$ cat src/rtl/alu_pkg.sv
//==== alu_pkg : encodings shared between the ALU pre-processor and the ALU -- rev 1.0 ====
`default_nettype none

package alu_pkg;

  typedef enum logic [2:0] {
    OPSEL_SHIFT_REG   = 3'b000,
    OPSEL_ARITH_LOGIC = 3'b001,
    OPSEL_MEM_WRITE   = 3'b100,
    OPSEL_MEM_READ    = 3'b101
  } opsel_e;

  typedef enum logic [2:0] {
    ALU_ADD = 3'b000,
    ALU_SUB = 3'b001,
    ALU_AND = 3'b010,
    ALU_OR  = 3'b011,
    ALU_XOR = 3'b100,
    ALU_SLT = 3'b101
  } alu_op_e;

  typedef enum logic [2:0] {
    LD_BYTE = 3'b000,
    LD_HALF = 3'b001,
    LD_WORD = 3'b010
  } ld_op_e;

  typedef enum logic [1:0] {
    ST_IDLE     = 2'b00,
    ST_MEM_WAIT = 2'b01,
    ST_ISSUE    = 2'b10
  } state_e;

  function automatic logic [31:0] sext16(input logic [15:0] v);
    return {{16{v[15]}}, v};
  endfunction

endpackage

`default_nettype wire

$ cat src/rtl/alu_preproc_decode.sv
//==== alu_preproc_decode : instruction field split and immediate sign extension -- rev 1.0 ====
`default_nettype none

module alu_preproc_decode
  import alu_pkg::*;
(
  input  logic [31:0] instr,
  output logic [2:0]  opselect,
  output logic [2:0]  operation,
  output logic        imm_sel,
  output logic [31:0] imm_sext
);

  logic unused_bits;

  assign opselect    = instr[31:29];
  assign operation   = instr[28:26];
  assign imm_sel     = instr[25];
  assign imm_sext    = sext16(instr[15:0]);
  assign unused_bits = ^instr[24:16];

endmodule

`default_nettype wire

$ cat src/rtl/alu_preproc.sv
//==== alu_preproc : operand fetch / issue stage ahead of the ALU; option ALU_PREPROC_TIMEOUT_EN -- rev 1.0 ====
`default_nettype none

module alu_preproc
  import alu_pkg::*;
#(
  parameter int MEM_TIMEOUT = 16
) (
  input  logic               clock,
  input  logic               reset,
  input  logic               instr_valid,
  output logic               instr_ready,
  input  logic [31:0]        instr,
  input  logic [31:0]        src1,
  input  logic [31:0]        src2,
  output logic               mem_req,
  output logic [31:0]        mem_addr,
  input  logic [31:0]        mem_rdata,
  input  logic               mem_rdata_valid,
  output logic signed [31:0] aluin1,
  output logic signed [31:0] aluin2,
  output logic [2:0]         aluoperation,
  output logic [2:0]         aluopselect,
  output logic               enable,
`ifdef ALU_PREPROC_TIMEOUT_EN
  output logic               timeout_err,
`endif
  output logic               drop
);

  state_e      state;
  logic [2:0]  dec_opselect;
  logic [2:0]  dec_operation;
  logic        dec_imm_sel;
  logic [31:0] dec_imm_sext;
  // Load opcode fields are parked here so the ALU-facing outputs hold until issue.
  logic [2:0]  pend_operation;
  logic [2:0]  pend_opselect;

  alu_preproc_decode u_decode (
    .instr     (instr),
    .opselect  (dec_opselect),
    .operation (dec_operation),
    .imm_sel   (dec_imm_sel),
    .imm_sext  (dec_imm_sext)
  );

  assign instr_ready = (state == ST_IDLE);
  assign enable      = (state == ST_ISSUE);

`ifdef ALU_PREPROC_TIMEOUT_EN
  localparam int CNT_W = (MEM_TIMEOUT > 1) ? $clog2(MEM_TIMEOUT) : 1;
  logic [CNT_W-1:0] wait_cnt;
`else
  localparam int unused_timeout = MEM_TIMEOUT;
`endif

  always_ff @(posedge clock) begin
    if (reset) begin
      state          <= ST_IDLE;
      mem_req        <= 1'b0;
      drop           <= 1'b0;
      mem_addr       <= '0;
      aluin1         <= '0;
      aluin2         <= '0;
      aluoperation   <= '0;
      aluopselect    <= '0;
      pend_operation <= '0;
      pend_opselect  <= '0;
`ifdef ALU_PREPROC_TIMEOUT_EN
      wait_cnt       <= '0;
      timeout_err    <= 1'b0;
`endif
    end else begin
      mem_req <= 1'b0;
      drop    <= 1'b0;
      case (state)
        ST_IDLE: begin
          if (instr_valid) begin
            case (dec_opselect)
              OPSEL_ARITH_LOGIC: begin
                aluin1       <= src1;
                aluin2       <= dec_imm_sel ? dec_imm_sext : src2;
                aluoperation <= dec_operation;
                aluopselect  <= dec_opselect;
                state        <= ST_ISSUE;
              end
              OPSEL_MEM_READ: begin
                mem_req        <= 1'b1;
                mem_addr       <= src1 + dec_imm_sext;
                pend_operation <= dec_operation;
                pend_opselect  <= dec_opselect;
                state          <= ST_MEM_WAIT;
`ifdef ALU_PREPROC_TIMEOUT_EN
                wait_cnt       <= '0;
`endif
              end
              default: drop <= 1'b1;
            endcase
          end
        end
        ST_MEM_WAIT: begin
          if (mem_rdata_valid) begin
            aluin1       <= mem_addr;
            aluin2       <= mem_rdata;
            aluoperation <= pend_operation;
            aluopselect  <= pend_opselect;
            state        <= ST_ISSUE;
          end
`ifdef ALU_PREPROC_TIMEOUT_EN
          else if (wait_cnt == CNT_W'(MEM_TIMEOUT - 1)) begin
            aluin1       <= mem_addr;
            aluin2       <= '0;
            aluoperation <= pend_operation;
            aluopselect  <= pend_opselect;
            timeout_err  <= 1'b1;
            state        <= ST_ISSUE;
          end else begin
            wait_cnt <= wait_cnt + 1'b1;
          end
`endif
        end
        ST_ISSUE: state <= ST_IDLE;
        default:  state <= ST_IDLE;
      endcase
    end
  end

endmodule

`default_nettype wire

$ cat config.mk
export PLATFORM = sky130hd
export DESIGN_NAME = alu_preproc
export DESIGN_NICKNAME = d
export VERILOG_FILES = /design/src/rtl/alu_pkg.sv /design/src/rtl/alu_preproc_decode.sv /design/src/rtl/alu_preproc.sv
export SDC_FILE = /design/constraint.sdc
export NUM_CORES = 1
export LEC_CHECK = 0
export BUFFER_PORTS_ARGS = -buffer_cell sky130_fd_sc_hd__buf_2
export CAP_MARGIN = 25
export CORE_MARGIN = 2
export CORE_UTILIZATION = 43
export CTS_CLUSTER_SIZE = 25
export DETAILED_ROUTE_END_ITERATION = 16
export GPL_TIMING_DRIVEN = 1
export MAX_ROUTING_LAYER = met4
export PLACE_DENSITY = 0.78
export SLEW_MARGIN = 40
export SYNTH_ARGS = -nofsm -noshare
export SYNTH_HDL_FRONTEND = slang
export SYNTH_SLANG_ARGS = --single-unit
$ cat constraint.sdc
create_clock -name clock -period 4.33 [get_ports clock]
set_input_delay 0.2165 -clock clock [delete_from_list [all_inputs] [get_ports clock]]
set_output_delay 0.2165 -clock clock [all_outputs]
set_load 0.05 [all_outputs]
# Word level (Yosys, flattened, before mapping)
# Cells that the tools add are included.
# word_totals
in_bits	132
word_cells	51
regBits	112
# classes
addsub	1
n_eq_ne	8
n_reduce_logical	7
bitwise	2
muxes	23
# ops
op	count
32-bit two-way mux	7
32-bit one-hot mux with 2 select lines	2
32-bit adder	1
3-bit two-way mux	6
3-bit one-hot mux with 2 select lines	2
2-bit one-hot mux with 2 select lines	2
3-bit AND reduction	2
2-bit two-way mux	2
2-bit != test, second input constant	2
4-bit AND reduction	1
3-bit by 1-bit equality test with 1-bit output, second input constant	1
3-bit equality test, second input constant	1
3-bit by 1-bit != test with 1-bit output, second input constant	1
3-bit OR reduction	1
2-bit by 1-bit equality test with 1-bit output, second input constant	1
2-bit equality test, second input constant	1
2-bit logical NOT	1
1-bit two-way mux	2
2-bit by 1-bit != test with 1-bit output, second input constant	1
1-bit NOT	2
2-bit nonzero test	1
2-bit OR reduction	1

# Longest topological paths before layout
# depth
word_depth	4
mapped_depth	9
mapped_depth_nobuf	9

# By module
# A second synthesis with hierarchy kept.
# unflattened
hier_cells	883
hier_area_um2	6765.2
# by_module_without_submodules
module	cells_each	area_each_um2	n_inst
alu_preproc	844	6472.5	1
alu_preproc_decode	39	292.8	1

# Worst setup path after synthesis
# OpenSTA, ideal clock, no wires.
# synth_path
path_kind	input-to-reg
start	input port instr[0]
end	register mem_addr[30]
setup_time_ps	134
n_path_buf	0
arrival_ps	2016
required_ps	4196
path_slack_ps	2181
stages	9
cell_sequence	ha_1 -> fa_1 -> a21oi_1 -> o211ai_1 -> a21oi_2 -> o21bai_2 -> a31oi_2 -> mux2i_1 -> a211oi_1
# synth_between
elab_chain_cells	1
# synth_rtl
element	line_no	source
from (decl)	alu_preproc.sv:13	input logic [31:0] instr,
32-bit adder	alu_preproc.sv:90	mem_addr <= src1 + dec_imm_sext;
to (signal assigned)	alu_preproc.sv:90	
to (decl)	alu_preproc.sv:17	output logic [31:0] mem_addr,
# No other way between the ends.
# A chain may end at the register's enable or synchronous reset.

# Worst setup path after layout
# layout_path
start	input port instr[0]
end	register mem_addr[22]
# Same word-level chain as after synthesis.

==> qor.tcl <==
set qor(crit_path_start_kind) {input pin}
set qor(grt_pass1_wl_um) 31800
set qor(num_rows) 45
set qor(period_needed_ns) 2.43
set qor(layout-drive-gt1-share_pct) 25.8
set qor(post-dp-hpwl_um) 15300
set qor(clock_tree_from_tritoncts) {yes}
set qor(floorplan.io_pins) 238
set qor(routed_wl_um) 21000
set qor(post-route-drc-count) 0
set qor(yosys_warnings) 0
set qor(worst-endpoint-required_ns) 4.57
set qor(final_tns_setup_ns) 0
set qor(global_route.usage.total_pct) 25.1
set qor(power.total_mw) 2.60
set qor(antenna_violating_nets_post_route) 0
set qor(coreArea_um2) 15000
set qor(final-max-slew-violation-count) 0
set qor(cts_hold_buf) 0
set qor(worstPathBufferInverterCount) 1
set qor(layout_commonest_cell) {buf_2}
set qor(maximum_buffer_depth_of_the_clock_tree) 2
set qor(syn_nets) 1039
set qor(drt_iter0_drc) 439
set qor(layout.cells.most_common_list) {buf_2 (227), nand2_1 (214), dfxtp_1 (112)}
set qor(worst-slew-pin-transition_ns) 0.710
set qor(synthesized_netlist_cell_count) 875
set qor(start_util_pct) 43.7
set qor(io_buffers) 228
set qor(flop_and_latch_count_out_of_synthesis) 112
set qor(routed-via-count) 6899
set qor(final_nets) 1223
set qor(avgViaCountPerCell) 5.51
set qor(diode_insertion_count_for_antenna_repair) 0
set qor(die-area_um2) 16300
set qor(ys_seq_area_share_pct) 34.2
set qor(report.final.setup_viol) 0
set qor(cp_max_fo) 4
set qor(cts.htree.levels) 3
set qor(grt_max_degree) 84
set qor(finalWeightedCongestion) 0.928
set qor(drt_pass1_iterations) 5
set qor(total_cts_buffers) 9
set qor(netlist_area_um2) 6560
set qor(routedWlPerCell_um) 16.8
set qor(async_flop_share_pct) 0
set qor(max_freq_mhz) 412
set qor(hold-path-cell-count) 3
set qor(path_clk_slew_ns) 0.08
set qor(globalRoute.totalOverflow) 0
set qor(cp_slowest_cell) {fa_1}
set qor(crit_cells) 10
set qor(dieWidth_um) 128
set qor(syn_avg_cell_area_um2) 7.50
set qor(clock_latency_ns) 0.36
set qor(power_density_nw_per_um2) 321
set qor(static-leakage-power_nw) 3.64
set qor(cap_violations) 0
set qor(critical_path_data_arrival_time_ns) 2.67
set qor(r2r.worst_path.cells) 4
set qor(setup.worst_path.end_class) {flop}
set qor(hold_class) {input pin to flop}
set qor(status) {complete, no violations}
set qor(die_y_um) 128
set qor(timing.critical_path.max_delay_family) {compound AO/OA/AOI/OAI gates}
set qor(synth-edff-count) 0
set qor(main_synth_ff_type) {dfxtp_1}
set qor(cts_root_buffer) {clkbuf_16}
set qor(rsz_0062_raised_after_global_routing) {no}
set qor(area_growth_pct) 23.6
set qor(power.ir.vdd_worst_mv) 0.185
set qor(antenna_found_initial) 0
set qor(vias_in_the_first_global_route) 6107
set qor(fin_crit_sh_pct) 56.0
set qor(hold_viol) 0
set qor(critical_path.cell_chain) {buf_2 > ha_1 > fa_1 > a21oi_1 > o211ai_1 > a21oi_2 > o21bai_2 > a31oi_2 > xor2_1 > o21ai_0}
set qor(critical_path_class) {input pin to flop}
set qor(postCtsSetupBuffers) 0
set qor(final.setup_skew_ns) 0.00688
set qor(synth.distinct_cells) 65
set qor(tritoncts_num_sinks) 112
set qor(worst_slew_margin_rel_pct) 52.7
set qor(cts-resized-gates) 0
set qor(worst_path_largest_cell_delay_ns) 0.43
[power by group]
group | leakage, nW | switching (mW) | internal (mW) | total, mW
sequential | 0.908 | 0.0221 | 1.07 | 1.09
combinational | 2.60 | 0.462 | 0.231 | 0.693
clock | 0.128 | 0.407 | 0.410 | 0.818
total | 3.64 | 0.891 | 1.71 | 2.60
[sequential cells by signal, indices dropped and copies added, names as in the netlist]
signal	count
aluin1	32
aluin2	32
mem_addr	32
aluoperation	3
aluopselect	3
pend_operation	3
pend_opselect	3
state	2
drop	1
mem_req	1
[routing by layer]
layer | track usage (%) | routed length (um)
met5 | - | 0
met4 | 9.57 | 482
met3 | 2.76 | 898
met2 | 38.7 | 9820
met1 | 33.9 | 9820
[through the flow]
step / setup slack (ns) / hold slack [ns] / area (um^2) / util, % / std cells
after floorplan: 2.18 / 0.352 / 6560 / - / 875
after global placement: 1.63 / 0.440 / 7750 / 51.5 / 1232
after detailed placement: 1.60 / 0.443 / 7790 / 51.8 / 1234
after CTS: 1.96 / 0.0895 / 8070 / 53.7 / 1250
after global routing: 1.83 / 0.100 / 8110 / 54.0 / 1252
final: 1.90 / 0.0940 / 8110 / 54.0 / 1252
[layout make-up]
type	count	area [um^2]
Timing Repair Buffer	239	1290
Clock inverter	5	40.0
Fill cell	1525	6920
Inverter	9	33.8
Multi-Input combinational cell	688	4030
Sequential cell	112	2240
Tap cell	188	235
Clock buffer	11	243
[final timing paths]
check | start | end | slack, ns
setup / recovery | instr[0] | mem_addr[22] | 1.90
hold / removal | instr[26] | pend_operation[0] | 0.09
setup reg to reg | state[0] | mem_addr[15] | 2.08
hold reg to reg | aluin2[26] | aluin2[26] | 0.45
[synthesized netlist by cell type (all sizes together), types with 4 or more instances]
cell | n | area share [%]
a211oi | 5 | 0.57
a21o | 8 | 0.92
a21oi | 110 | 8.6
a311oi | 39 | 5.2
a31oi | 5 | 0.57
and2 | 4 | 0.38
buf | 27 | 2.0
clkbuf | 39 | 2.3
dfxtp | 112 | 34
ha | 31 | 5.9
inv | 8 | 0.46
mux2i | 17 | 2.6
nand2 | 214 | 12
nand2b | 6 | 0.69
nand3 | 14 | 1.1
nand4 | 6 | 0.67
nor2 | 79 | 4.5
nor2b | 5 | 0.48
nor3 | 7 | 0.86
o211ai | 36 | 4.2
o21ai | 38 | 3.0
o21bai | 4 | 0.51
or3 | 4 | 0.38
xnor2 | 9 | 1.2
xor2 | 15 | 2.0
[tightest hold or removal path, stage by stage]
cell	delay [ns]
buf_2	0.10
nand2_1	0.05
a21oi_1	0.05
[cell families (layout without fill, tap and decap cells)]
group	count (synthesis)	after routing	share of synthesized area (%)
mux	17	17	2.59
buf+inv	75	264	4.77
fa+ha+maj	32	32	6.22
simple gates	353	353	23.2
compound gates	262	262	25.9
xor+xnor	24	24	3.20
flops	112	112	34.2
Note: power is estimated with default switching activity, not from simulation.
